===== src/rtl/mem_store_buffer_pkg.sv =====
// Shared definitions for the store path: size codes and FSM state type.
package mem_store_buffer_pkg;

  localparam logic [1:0] SZ_WORD    = 2'b00;
  localparam logic [1:0] SZ_HALF    = 2'b01;
  localparam logic [1:0] SZ_BYTE    = 2'b10;
  localparam logic [1:0] SZ_ILLEGAL = 2'b11;

  // state | meaning
  // IDLE   | accepting requests; aligned stores push one beat
  // SECOND | split store in flight; latched beat 1 waits for FIFO space
  typedef enum logic {
    ST_IDLE   = 1'b0,
    ST_SECOND = 1'b1
  } state_e;

endpackage


===== src/rtl/mem_store_buffer_sync_fifo.sv =====
// Synchronous FIFO with a registered head and an occupancy count.
// The head reads as zero while the FIFO is empty.
module sync_fifo #(
  parameter int W     = 8,
  parameter int DEPTH = 4
) (
  input  logic                     clk,
  input  logic                     rst_n,
  input  logic                     push_i,
  input  logic [W-1:0]             data_i,
  input  logic                     pop_i,
  output logic [W-1:0]             head_o,
  output logic                     valid_o,
  output logic                     full_o,
  output logic [$clog2(DEPTH):0]   count_o
);

  localparam int PTR_W = $clog2(DEPTH);
  localparam int CNT_W = PTR_W + 1;

  logic [W-1:0]     mem_q [DEPTH];
  logic [PTR_W-1:0] wr_q;
  logic [PTR_W-1:0] rd_q;
  logic [CNT_W-1:0] cnt_q;
  logic             push_ok;
  logic             pop_ok;

  assign valid_o = (cnt_q != '0);
  assign full_o  = (cnt_q == CNT_W'(DEPTH));
  assign count_o = cnt_q;
  assign push_ok = push_i && !full_o;
  assign pop_ok  = pop_i && valid_o;
  assign head_o  = valid_o ? mem_q[rd_q] : '0;

  // Storage, pointers and count; pointers wrap naturally since DEPTH is a power of two.
  always_ff @(posedge clk or negedge rst_n) begin
    if (!rst_n) begin
      for (int i = 0; i < DEPTH; i++) mem_q[i] <= '0;
      wr_q  <= '0;
      rd_q  <= '0;
      cnt_q <= '0;
    end else begin
      if (push_ok) begin
        mem_q[wr_q] <= data_i;
        wr_q        <= wr_q + 1'b1;
      end
      if (pop_ok) rd_q <= rd_q + 1'b1;
      cnt_q <= cnt_q + CNT_W'(push_ok) - CNT_W'(pop_ok);
    end
  end

endmodule


===== src/rtl/mem_store_buffer.sv =====
// Store path: encodes stores into lane data plus byte enables, splits
// stores crossing a bus word into two beats, and queues beats for memory.
module mem_store_buffer
  import mem_store_buffer_pkg::*;
#(
  parameter int DATA_W     = 32,
  parameter int ADDR_W     = 32,
  parameter int DEPTH      = 4,
  parameter int BIG_ENDIAN = 1
) (
  input  logic                    clk,
  input  logic                    rst_n,
  input  logic                    req_valid,
  output logic                    req_ready,
  input  logic [ADDR_W-1:0]       req_addr,
  input  logic [DATA_W-1:0]       req_data,
  input  logic [1:0]              req_size,
  output logic                    mem_valid,
  input  logic                    mem_ready,
  output logic [ADDR_W-1:0]       mem_addr,
  output logic [DATA_W-1:0]       mem_data,
  output logic [DATA_W/8-1:0]     mem_be,
  output logic                    split_o,
  output logic                    err_o,
  output logic [$clog2(DEPTH):0]  count_o
);

  localparam int NB    = DATA_W / 8;
  localparam int OFS_W = $clog2(NB);

  typedef struct packed {
    logic [ADDR_W-1:0] addr;
    logic [DATA_W-1:0] data;
    logic [NB-1:0]     be;
  } beat_t;

  localparam int BEAT_W = $bits(beat_t);

  state_e           state_q, state_d;
  beat_t            beat1_q, beat1_d;
  logic             split_q, split_d;
  logic             err_q, err_d;

  logic [OFS_W-1:0]    ofs;
  logic [NB-1:0]       size_be;
  logic [DATA_W-1:0]   size_dmask;
  logic [2*NB-1:0]     wide_be;
  logic [2*DATA_W-1:0] wide_data;
  logic [ADDR_W-1:0]   word_addr;
  beat_t               enc_beat0;
  beat_t               enc_beat1;
  logic                is_split;
  logic                is_illegal;

  logic                push;
  beat_t               push_beat;
  beat_t               head;
  logic                fifo_full;

  // Offset-ordered bytes map to lanes directly, or mirrored for big-endian.
  function automatic logic [DATA_W-1:0] lanes_data(input logic [DATA_W-1:0] d);
    logic [DATA_W-1:0] r;
    r = '0;
    for (int i = 0; i < NB; i++)
      r[8*i +: 8] = (BIG_ENDIAN != 0) ? d[8*(NB-1-i) +: 8] : d[8*i +: 8];
    return r;
  endfunction

  function automatic logic [NB-1:0] lanes_be(input logic [NB-1:0] b);
    logic [NB-1:0] r;
    r = '0;
    for (int i = 0; i < NB; i++)
      r[i] = (BIG_ENDIAN != 0) ? b[NB-1-i] : b[i];
    return r;
  endfunction

  assign ofs        = req_addr[OFS_W-1:0];
  assign word_addr  = {req_addr[ADDR_W-1:OFS_W], {OFS_W{1'b0}}};
  assign is_illegal = (req_size == SZ_ILLEGAL);

  // Lane encoder: place the store across a double-width window indexed by
  // byte offset; the upper half is what spills into the next bus word.
  always_comb begin
    size_be = '0;
    case (req_size)
      SZ_WORD: size_be      = '1;
      SZ_HALF: size_be[1:0] = 2'b11;
      SZ_BYTE: size_be[0]   = 1'b1;
      default: size_be      = '0;
    endcase
    size_dmask = '0;
    for (int i = 0; i < NB; i++) size_dmask[8*i +: 8] = {8{size_be[i]}};
    wide_be   = {{NB{1'b0}}, size_be} << ofs;
    wide_data = {{DATA_W{1'b0}}, req_data & size_dmask} << {ofs, 3'b000};

    enc_beat0.addr = word_addr;
    enc_beat0.data = lanes_data(wide_data[DATA_W-1:0]);
    enc_beat0.be   = lanes_be(wide_be[NB-1:0]);
    enc_beat1.addr = word_addr + ADDR_W'(NB);
    enc_beat1.data = lanes_data(wide_data[2*DATA_W-1:DATA_W]);
    enc_beat1.be   = lanes_be(wide_be[2*NB-1:NB]);
    is_split       = |wide_be[2*NB-1:NB];
  end

  // Ready only looks at registered state so it never depends on mem_ready.
  assign req_ready = (state_q == ST_IDLE) && !fifo_full;

  // Next-state, beat-1 latch and push selection.
  always_comb begin
    state_d   = state_q;
    beat1_d   = beat1_q;
    split_d   = 1'b0;
    err_d     = 1'b0;
    push      = 1'b0;
    push_beat = enc_beat0;
    case (state_q)
      ST_IDLE: begin
        if (req_valid && req_ready) begin
          if (is_illegal) begin
            err_d = 1'b1;
          end else begin
            push = 1'b1;
            if (is_split) begin
              beat1_d = enc_beat1;
              split_d = 1'b1;
              state_d = ST_SECOND;
            end
          end
        end
      end
      ST_SECOND: begin
        if (!fifo_full) begin
          push      = 1'b1;
          push_beat = beat1_q;
          state_d   = ST_IDLE;
        end
      end
      default: state_d = ST_IDLE;
    endcase
  end

  // FSM state, latched second beat and the one-cycle status pulses.
  always_ff @(posedge clk or negedge rst_n) begin
    if (!rst_n) begin
      state_q <= ST_IDLE;
      beat1_q <= '0;
      split_q <= 1'b0;
      err_q   <= 1'b0;
    end else begin
      state_q <= state_d;
      beat1_q <= beat1_d;
      split_q <= split_d;
      err_q   <= err_d;
    end
  end

  sync_fifo #(
    .W     (BEAT_W),
    .DEPTH (DEPTH)
  ) u_fifo (
    .clk     (clk),
    .rst_n   (rst_n),
    .push_i  (push),
    .data_i  (push_beat),
    .pop_i   (mem_ready),
    .head_o  (head),
    .valid_o (mem_valid),
    .full_o  (fifo_full),
    .count_o (count_o)
  );

  assign mem_addr = head.addr;
  assign mem_data = head.data;
  assign mem_be   = head.be;
  assign split_o  = split_q;
  assign err_o    = err_q;

endmodule

===== config.mk =====
export PLATFORM = sky130hd
export DESIGN_NAME = mem_store_buffer
export DESIGN_NICKNAME = d
export VERILOG_FILES = /design/src/rtl/mem_store_buffer_pkg.sv /design/src/rtl/mem_store_buffer_sync_fifo.sv /design/src/rtl/mem_store_buffer.sv
export SDC_FILE = /design/constraint.sdc
export NUM_CORES = 1
export LEC_CHECK = 0
export BUFFER_PORTS_ARGS = -buffer_cell sky130_fd_sc_hd__buf_2
export CAP_MARGIN = 10
export CORE_MARGIN = 2
export CORE_UTILIZATION = 45
export DETAILED_ROUTE_END_ITERATION = 7
export MAX_ROUTING_LAYER = met4
export PLACE_DENSITY = 0.6
export SLEW_MARGIN = 20
export SYNTH_ARGS = -nofsm -noshare
export SYNTH_HDL_FRONTEND = slang
export SYNTH_SLANG_ARGS = --single-unit
export TNS_END_PERCENT = 30

===== constraint.sdc =====
create_clock -name clk -period 5 [get_ports clk]
set_input_delay 1 -clock clk [delete_from_list [all_inputs] [get_ports clk]]
set_output_delay 1 -clock clk [all_outputs]
set_load 0.01 [all_outputs]

# Yosys cells after proc, flatten, opt, wreduce, memory -nomap -nowiden
# Index checks and enable logic that the tools add are counted.
[word_totals]
register_bits = 350
input_bits = 70
output_inout_bits = 75
[op_classes]
add_sub_neg = 5
magnitude_cmp = 3
eq_ne = 4
shifts = 2
muxes = 25
n_bitwise = 5
reduce_logical = 12
[op_table]
columns = ["cell", "count"]
rows = [
  ["2-to-1 mux 68 bit", 6],
  ["bitwise mux 272 bit", 1],
  ["binary-select mux 68 bit (select 2 bit)", 1],
  ["demux 68 bit (select 2 bit)", 1],
  ["<< shifter 32 x 5 -> 64 bit", 1],
  ["adder 32 x 3 -> 32 bit (second input constant)", 1],
  ["bitwise AND 32 bit", 1],
  ["2-to-1 mux 1 bit", 13],
  ["<< shifter 4 x 2 -> 8 bit", 1],
  ["greater-or-equal comparator 3 bit (second input constant)", 2],
  ["NOT 2 -> 3 bit", 2],
  ["logical AND 1 bit", 5],
  ["adder 2 x 1 -> 2 bit (second input constant)", 2],
  ["equality test 2 bit (second input constant)", 2],
  ["case mux 1 bit (2 select lines)", 2],
  ["AND reduction 4 bit", 1],
  ["OR reduction 4 bit", 1],
  ["adder 3 x 1 -> 3 bit", 1],
  ["equality test 3 bit (second input constant)", 1],
  ["less-than comparator 3 x 1 -> 1 bit (second input constant)", 1],
  ["nonzero test 3 bit", 1],
  ["OR reduction 3 bit", 1],
  ["subtractor 3 x 1 -> 3 bit", 1],
  ["equality test 2 x 1 -> 1 bit (second input constant)", 1],
  ["other kinds (5)", 6],
]

# Depth between registers and ports, before layout
# Gate-level depths: netlist of the first run.
[logic_depth]
word_depth = 9
ltp_mapped = 10
mapped_depth_nobuf = 9

# By module
# From an unflattened synthesis of the first run, not the netlist that was laid out.
[unflattened]
hier_cells = 1269
area_unflattened_um2 = 16699.8
[by_module_without_submodules]
columns = ["mod", "n_inst", "cells_each", "area_each_um2", "seq_area_each_um2"]
rows = [
  ["sync_fifo", 1, 770, 12524.5, 6981.7],
  ["mem_store_buffer", 1, 499, 4175.3, 1501.4],
]

# Least setup slack after synthesis of the first run
# Ideal clock, no wire load.
[synth_path]
kind = "flip-flop to output port"
from = "reg u_fifo.rd_q[0]"
to = "out mem_addr[13]"
t_arrival_ns = 1.755
slack_ns = 2.245
stages_incl_launch_ff = 6
path_buffers = 3
path_cell_list = "dfrtp_1 -> clkbuf_1 -> buf_2 -> buf_2 -> mux4_2 -> and2_1"
[synth_via]
elab_chain_len = 5
[synth_rtl]
columns = ["item", "line_no", "text"]
rows = [
  ["from (decl)", "mem_store_buffer_sync_fifo.sv:23", "logic [PTR_W-1:0] rd_q;"],
  ["from (signal assigned)", "mem_store_buffer_sync_fifo.sv:47", "if (pop_ok) rd_q <= rd_q + 1'b1;"],
  ["NOT 2 -> 3 bit (implied by the code)", "mem_store_buffer_sync_fifo.sv:33", "assign head_o = valid_o ? mem_q[rd_q] : '0;"],
  ["binary-select mux 68 bit (select 2 bit)", "mem_store_buffer_sync_fifo.sv:33", ""],
  ["2-to-1 mux 68 bit (implied by the code) (2 in series)", "mem_store_buffer_sync_fifo.sv:33", ""],
  ["2-to-1 mux 68 bit", "mem_store_buffer_sync_fifo.sv:33", ""],
  ["to (decl)", "mem_store_buffer.sv:20", "output logic [ADDR_W-1:0] mem_addr,"],
]
# No other way between the ends. The select of a mux whose other input is x is not followed.

# Final worst setup path of the first run
[layout_path]
from = "reg u_fifo.rd_q[0]"
to = "out mem_data[6]"
[layout_via]
elab_chain_len = 5
[layout_rtl]
columns = ["item", "line_no", "text"]
rows = [
  ["NOT 2 -> 3 bit (implied by the code)", "mem_store_buffer_sync_fifo.sv:33", ""],
  ["binary-select mux 68 bit (select 2 bit)", "mem_store_buffer_sync_fifo.sv:33", ""],
  ["2-to-1 mux 68 bit (implied by the code) (2 in series)", "mem_store_buffer_sync_fifo.sv:33", ""],
  ["2-to-1 mux 68 bit", "mem_store_buffer_sync_fifo.sv:33", ""],
  ["to (decl)", "mem_store_buffer.sv:21", "output logic [DATA_W-1:0] mem_data,"],
]
# No other way between the ends. The select of a mux whose other input is x is not followed.

==> out/results.txt, run 1 <==
WS Path Type - reg2out
async set-reset flop share out of synthesis - 100%
wire per inst - 19.8 um
minimum clock period - 3690 ps
Syn Inst Count - 1528
Die Wd - 193 um
Hold Path Class - reg2reg
CTS buffer count - 36
CTS tree - done
Hold Violations, Final - 0
fraction of the yosys area taken by sequential cells - 51.6%
max_cap viols - 0
Avg Synthesized Cell Area - 10.5 um2
Final ANT Viol Nets - 0
XOR/XNOR Fraction of Synth Area - 1.04%
FF-to-FF path depth - 10
final instance area - 18300 um2
Detailed Route Iter0 Violations - 673
clock sink count - 331
share of cells above drive strength 1 - 20.4%
Area growth syn-to-layout - 13.8%
IO Pins - 145
maximum clock insertion buffer count - 3
H-Tree Depth - 2
synth warn - 0
Cell Count, Final, Fillers Out - 2100
Reg2Reg Setup Slack - 1890 ps
vias per inst - 5.62
die area - 37200 um2
Hold Slack - 468 ps
WP data arrival - 2690 ps
pin count of the biggest net entering global routing - 107
number of global-route vias before repair - 11500
largest family of logic cells by synthesized area - compound AO/OA/AOI/OAI gates
CP required - 4000 ps
main area contributors after synthesis - dfrtp_1 52%, mux4_2 9.3%, o21ai_0 7.1%, nand2_1 6.6%, mux2i_1 2.9%
post-synthesis cell area - 16100 um2
hold buffers post-CTS - 0
antenna violations before repair - 7
area share of the largest cell type after synthesis - 51.6%
num rows - 69
Post-Synth Adder-Cell Area - 0.670%
most frequent cells in the layout - 329 x dfrtp_1, 284 x nand2_1, 229 x o21ai_0, 141 x buf_2, 69 x and2_1
post-synthesis mux area share - 13.0%
Skew-Pair Late Insertion Delay - 520 ps
total core area - 35400 um2
CP Launch Type - flip-flop
CP Max Fanout - 33
ys flop type - dfrtp_1
endpoint class of the critical path - primary output
final period utilization - 73.8%
critical path launch point - u_fifo.rd_q[0]$_DFFE_PN0P_
Clk pin slew, worst setup/hold paths - 60 ps
Final nets - 1686
Peak VDD IR - 388 uV
DP Area - 17100 um2
max frequency - 271 MHz
GPL Wtd Cong - 0.863
setup TNS - 0 ps
# port buffers - 142
Total GRT Usage - 23.6%
global-route wire length before repair - 65900 um
EDFF count, synth - 0
post-CTS setup buffers - 0
final setup fails - 0
gr ovfl total - 0
post-layout util - 51.6%
starting density of the core - 45.4%
Die H - 193 um
RR Endpoint - u_fifo.count_o[2]$_DFF_PN0_
status - finished, final reports clean
vias - 11800
worst clock skew - 16.5 ps
final wirelength - 41600 um
RSZ-0062 raised after global routing - no
Root Buffer - clkbuf_16
Max Transition Viols Final - 0
Post-Synth Simple-Gate Area - 14.0%
Compound-Gate Fraction of Synth Area - 15.5%
post_cts resized - 0
relative slew slack - 32.2%
Power Density - 618 nW/um2
synthesis-stage register bit count - 331
Pre-antenna DRT Iters - 6
commonest non-fill, non-tap cell in the layout - dfrtp_1
leading area contributor after synthesis - dfrtp_1
Least-Margin Pin Slew - 1010 ps
placed cell count - 2031
count of different cell masters after synthesis - 54
hpwl dp - 27300 um
worst r2r src - u_fifo.count_o[1]$_DFF_PN0_
Worst Setup EP - mem_data[6]
drt drc - 0
Leak - 8.10 nW
==> worst max-delay path, cell delays in order, from the launching register on <==
cell and delay (ps):
dfrtp_4 900, buf_4 400, mux4_2 570, and2_1 170
buf_2 130
==> metal layers <==
layer	vias up	part of all wire [%]	track usage, %
met5	-	0	-
met4	0	1.3	4.14
met3	43	4.8	3.11
met2	288	48	37.3
met1	5846	46	33.3
li1	5621	-	-
==> worst min-delay path by stage <==
stage / slack [ps] / endpoint / cells after the start / start
final: 470 / beat1_q[3]$_DFFE_PN0P_ / 1 / beat1_q[3]$_DFFE_PN0P_
after global routing: 490 / u_fifo.mem_q[66]$_DFFE_PN0P_ / 2 / u_fifo.mem_q[66]$_DFFE_PN0P_
after CTS: 470 / beat1_q[3]$_DFFE_PN0P_ / 1 / beat1_q[3]$_DFFE_PN0P_
after detailed placement: 450 / beat1_q[3]$_DFFE_PN0P_ / 1 / beat1_q[3]$_DFFE_PN0P_
after global placement: 450 / beat1_q[3]$_DFFE_PN0P_ / 1 / beat1_q[3]$_DFFE_PN0P_
after floorplan: 430 / beat1_q[3]$_DFFE_PN0P_ / 1 / beat1_q[3]$_DFFE_PN0P_
==> cell type report <==
type	instances	area, um2
diodes	6	15.0
clock inverters	11	97.6
fillers	3288	17100
well taps	461	577
clock buffers	52	1100
repair buffers	166	963
flip-flops and latches	331	8290
inverters	22	82.6
multi-input cells	1051	7150
==> registers in the layout, summed over array words and instances (netlist names) <==
signal          flops
split_o             1
err_o               1
u_fifo.count_o      3
beat1_q            57
u_fifo.mem_q      264
state_q             1
u_fifo.wr_q         2
u_fifo.rd_q         2
==> cells by family (layout without fill, tap and decap cells) <==
family,after synthesis,after routing
adder cells (fa/ha/maj),8,8
other,1,8
XOR/XNOR,19,19
buffers and inverters,147,251
multiplexers,124,124
AND/OR/NAND/NOR,468,468
AO/OA/AOI/OAI,430,430
flip-flops,331,331
==> synthesized netlist by cell type (3+ instances only) <==
| cell type | n |
|---|---|
| mux4_2 | 66 |
| a31oi_1 | 23 |
| o21ai_0 | 229 |
| dfrtp_1 | 331 |
| buf_1 | 8 |
| nand2b_1 | 4 |
| and4_1 | 4 |
| mux2i_1 | 47 |
| nor2b_1 | 11 |
| nor3_1 | 8 |
| xnor2_1 | 17 |
| or4_1 | 12 |
| o2bb2ai_1 | 8 |
| nor2_1 | 14 |
| a211oi_1 | 8 |
| ha_1 | 7 |
| and2_1 | 69 |
| mux2_2 | 11 |
| a22oi_2 | 8 |
| or3b_1 | 8 |
| nand2_1 | 284 |
| o211ai_2 | 4 |
| clkbuf_1 | 52 |
| buf_2 | 52 |
| inv_1 | 21 |
| a22o_1 | 16 |
| or3_1 | 3 |
| nand4_1 | 17 |
| o32ai_1 | 8 |
| buf_4 | 10 |
| a21oi_1 | 52 |
| buf_6 | 3 |
| o31ai_1 | 12 |
| o21ai_1 | 40 |
| o22ai_1 | 17 |
| nand3_1 | 8 |
| and3_1 | 14 |
==> stage by stage <==
step,total power [mW],setup slack [ps]
after floorplan,7.28,2250
after detailed placement,8.75,1470
final,11.3,1310
after CTS,11.4,1230
after global placement,8.62,1500
after global routing,12.1,1140
==> power by group <==
group	internal, mW	switching [mW]	leakage [nW]
combinational	1.91	2.20	3.26
sequential	3.81	0.702	4.24
clock	1.59	1.09	0.597
Power figures use the tool's default switching activity.
==> inputs of run 2 (changes only) <==
Clock period 5 ns to 3.5 ns, I/O delays scaled along.
==> out/results.txt, run 2 (synthesized netlist as in run 1, its figures left out) <==
status - finished, final reports clean
Cell Count, Final, Fillers Out - 2107 (+0.33%)
CP bufs+invs - 2 (unchanged)
max frequency - 318 MHz
hpwl dp - 27900 um (+1.9%)
GPL Wtd Cong - 0.872 (+0.97%)
Power Density - 893 nW/um2 (+45%)
wire per inst - 20.0 um (+1.1%)
total core area - 35400 um2 (unchanged)
Final nets - 1699 (+0.77%)
hold buffers post-CTS - 0 (unchanged)
max FFs per register - 264 (unchanged)
Hold Violations, Final - 0 (unchanged)
Pint - 10.8 mW (+48%)
Max Transition Viols Final - 0 (unchanged)
RR Endpoint - u_fifo.count_o[2]$_DFF_PN0_
Least-Margin Pin Slew - 803 ps (-210 ps)
drt drc - 0 (unchanged)
antenna violations before repair - 6 (-1)
relative slew slack - 46.4% (+14 points)
die area - 37200 um2 (unchanged)
post-CTS setup buffers - 0 (unchanged)
setup TNS - 0 ps (unchanged)
sw power - 5.74 mW (+44%)
# port buffers - 142 (unchanged)
Pre-antenna DRT Iters - 5 (-1)
most frequent cells in the layout - 329 x dfrtp_1, 284 x nand2_1, 229 x o21ai_0, 141 x buf_2, 69 x and2_1
Root Buffer - clkbuf_16
final instance area - 18500 um2 (+1.4%)
Leak - 8.22 nW (+1.5%)
final setup fails - 0 (unchanged)
Crit-path slowest cell - dfrtp_4
share of cells above drive strength 1 - 20.7% (+0.33 points)
Total GRT Usage - 24.0% (+0.40 points)
pin count of the biggest net entering global routing - 101 (-5.6%)
Hold Slack - 172 ps (-296 ps)
CP cell instances - buf_12 > mux4_2 > and2_1 > buf_2
IO Pins - 145 (unchanged)
placed cell count - 2042 (+0.54%)
post-layout util - 52.3% (+0.70 points)
worst setup margin - 359 ps (-953 ps)
Area growth syn-to-layout - 15.4%
maximum clock insertion buffer count - 3 (unchanged)
CTS buffer count - 38 (+5.6%)
RSZ-0062 raised after global routing - no
starting density of the core - 45.4% (unchanged)
Hold Path Class - in2async
CP Max Fanout - 34 (+3.0%)
Reg2Reg Setup Slack - 850 ps (-1040 ps)
pre-CTS setup slack - 811 ps (-659 ps)
clock power share - 25.0% (+1.3 points)
final wirelength - 42200 um (+1.4%)
Clk pin slew, worst setup/hold paths - 60 ps (about the same)
largest stage delay on the critical path - 640 ps (-260 ps)
Top reg by flops - u_fifo.mem_q
endpoint class of the critical path - primary output
WS Path Type - reg2out
global-route wire length before repair - 67100 um (+1.8%)
CP required - 2800 ps (-1200 ps)
Comb power frac - 36.5% (about the same)
final period utilization - 89.7%
post_cts resized - 0 (unchanged)
worst clock skew - 16.7 ps (+0.235 ps)
Die Wd - 193 um (unchanged)
Skew-Pair Late Insertion Delay - 530 ps (about the same)
DP Area - 17200 um2 (+0.92%)
FF-to-FF path depth - 9 (-1)
number of global-route vias before repair - 11800 (+2.8%)
worst r2r src - u_fifo.count_o[1]$_DFF_PN0_
WP data arrival - 2440 ps (-250 ps)
max_cap viols - 0 (unchanged)
commonest non-fill, non-tap cell in the layout - dfrtp_1
H-Tree Depth - 2 (unchanged)
vias per inst - 5.64 (+0.48%)
CTS tree - done
Detailed Route Iter0 Violations - 812 (+21%)
num rows - 69 (unchanged)
Peak VDD IR - 511 uV (+32%)
CP Launch Type - flip-flop
Flop pwr share - 38.4% (-1.5 points)
Die H - 193 um (unchanged)
Sw Ratio - 34.7% (-0.66 points)
vias - 11900 (+0.81%)
cell family with most CP delay - flip-flops
clock sink count - 331 (unchanged)
Final Power - 16.6 mW (+46%)
Final ANT Viol Nets - 0 (unchanged)
gr ovfl total - 0 (unchanged)
minimum clock period - 3140 ps
[run 2: cell types whose count changed in the layout (fill, tap and decap cells not counted)]
cell,change
buf_4,+5
bufinv_16,+4
inv_6,-2
inv_16,+1
buf_12,+6
clkbuf_16,+2
clkinvlp_4,-1
diode_2,-1
clkbuf_1,+1
clkbuf_8,-4
clkinv_2,-4
[run 2: worst max-delay path by stage]
stage / from / to / slack [ps] / cells past startpoint
5_1_grt: u_fifo.rd_q[0]$_DFFE_PN0P_ / mem_addr[15] / 240 / 4
6_report: u_fifo.rd_q[0]$_DFFE_PN0P_ / mem_addr[13] / 360 / 4
3_5_place_dp: req_addr[0] / beat1_q[58]$_DFFE_PN0P_ / 810 / 7
3_3_place_gp: req_size[1] / u_fifo.count_o[2]$_DFF_PN0_ / 840 / 11
4_1_cts: u_fifo.rd_q[0]$_DFFE_PN0P_ / mem_addr[15] / 310 / 4
2_1_floorplan: u_fifo.rd_q[0]$_DFFE_PN0P_ / mem_addr[13] / 1050 / 5
[run 2: per-layer routing]
| layer | global-route usage, % | part of all wire [%] | routed length [um] | vias to the layer above |
|---|---|---|---|---|
| met5 | - | 0 | 0 | - |
| met4 | 6.79 | 2.4 | 1020 | 0 |
| met3 | 3.80 | 5.8 | 2430 | 59 |
| met2 | 37.4 | 47 | 19800 | 339 |
| met1 | 32.9 | 45 | 18900 | 5857 |
| li1 | - | - | - | 5639 |
[run 2: cell type report]
cell class | count | area [um2]
Clock inverter | 9 | 193
Sequential cell | 331 | 8290
Inverter | 22 | 82.6
Fill cell | 3252 | 16900
Multi-Input combinational cell | 1051 | 7150
Tap cell | 461 | 577
Clock buffer | 51 | 1100
Timing Repair Buffer | 177 | 1120
Antenna cell | 5 | 12.5
[run 2: power groups by stage]
stage	Combinational [mW]	Clock, mW	Sequential [mW]
2_1_floorplan	4.34	0	6.07
3_3_place_gp	6.04	0	6.34
3_5_place_dp	6.16	0	6.41
4_1_cts	6.17	4.22	6.36
5_1_grt	6.79	4.38	6.57
6_report	6.05	4.14	6.36
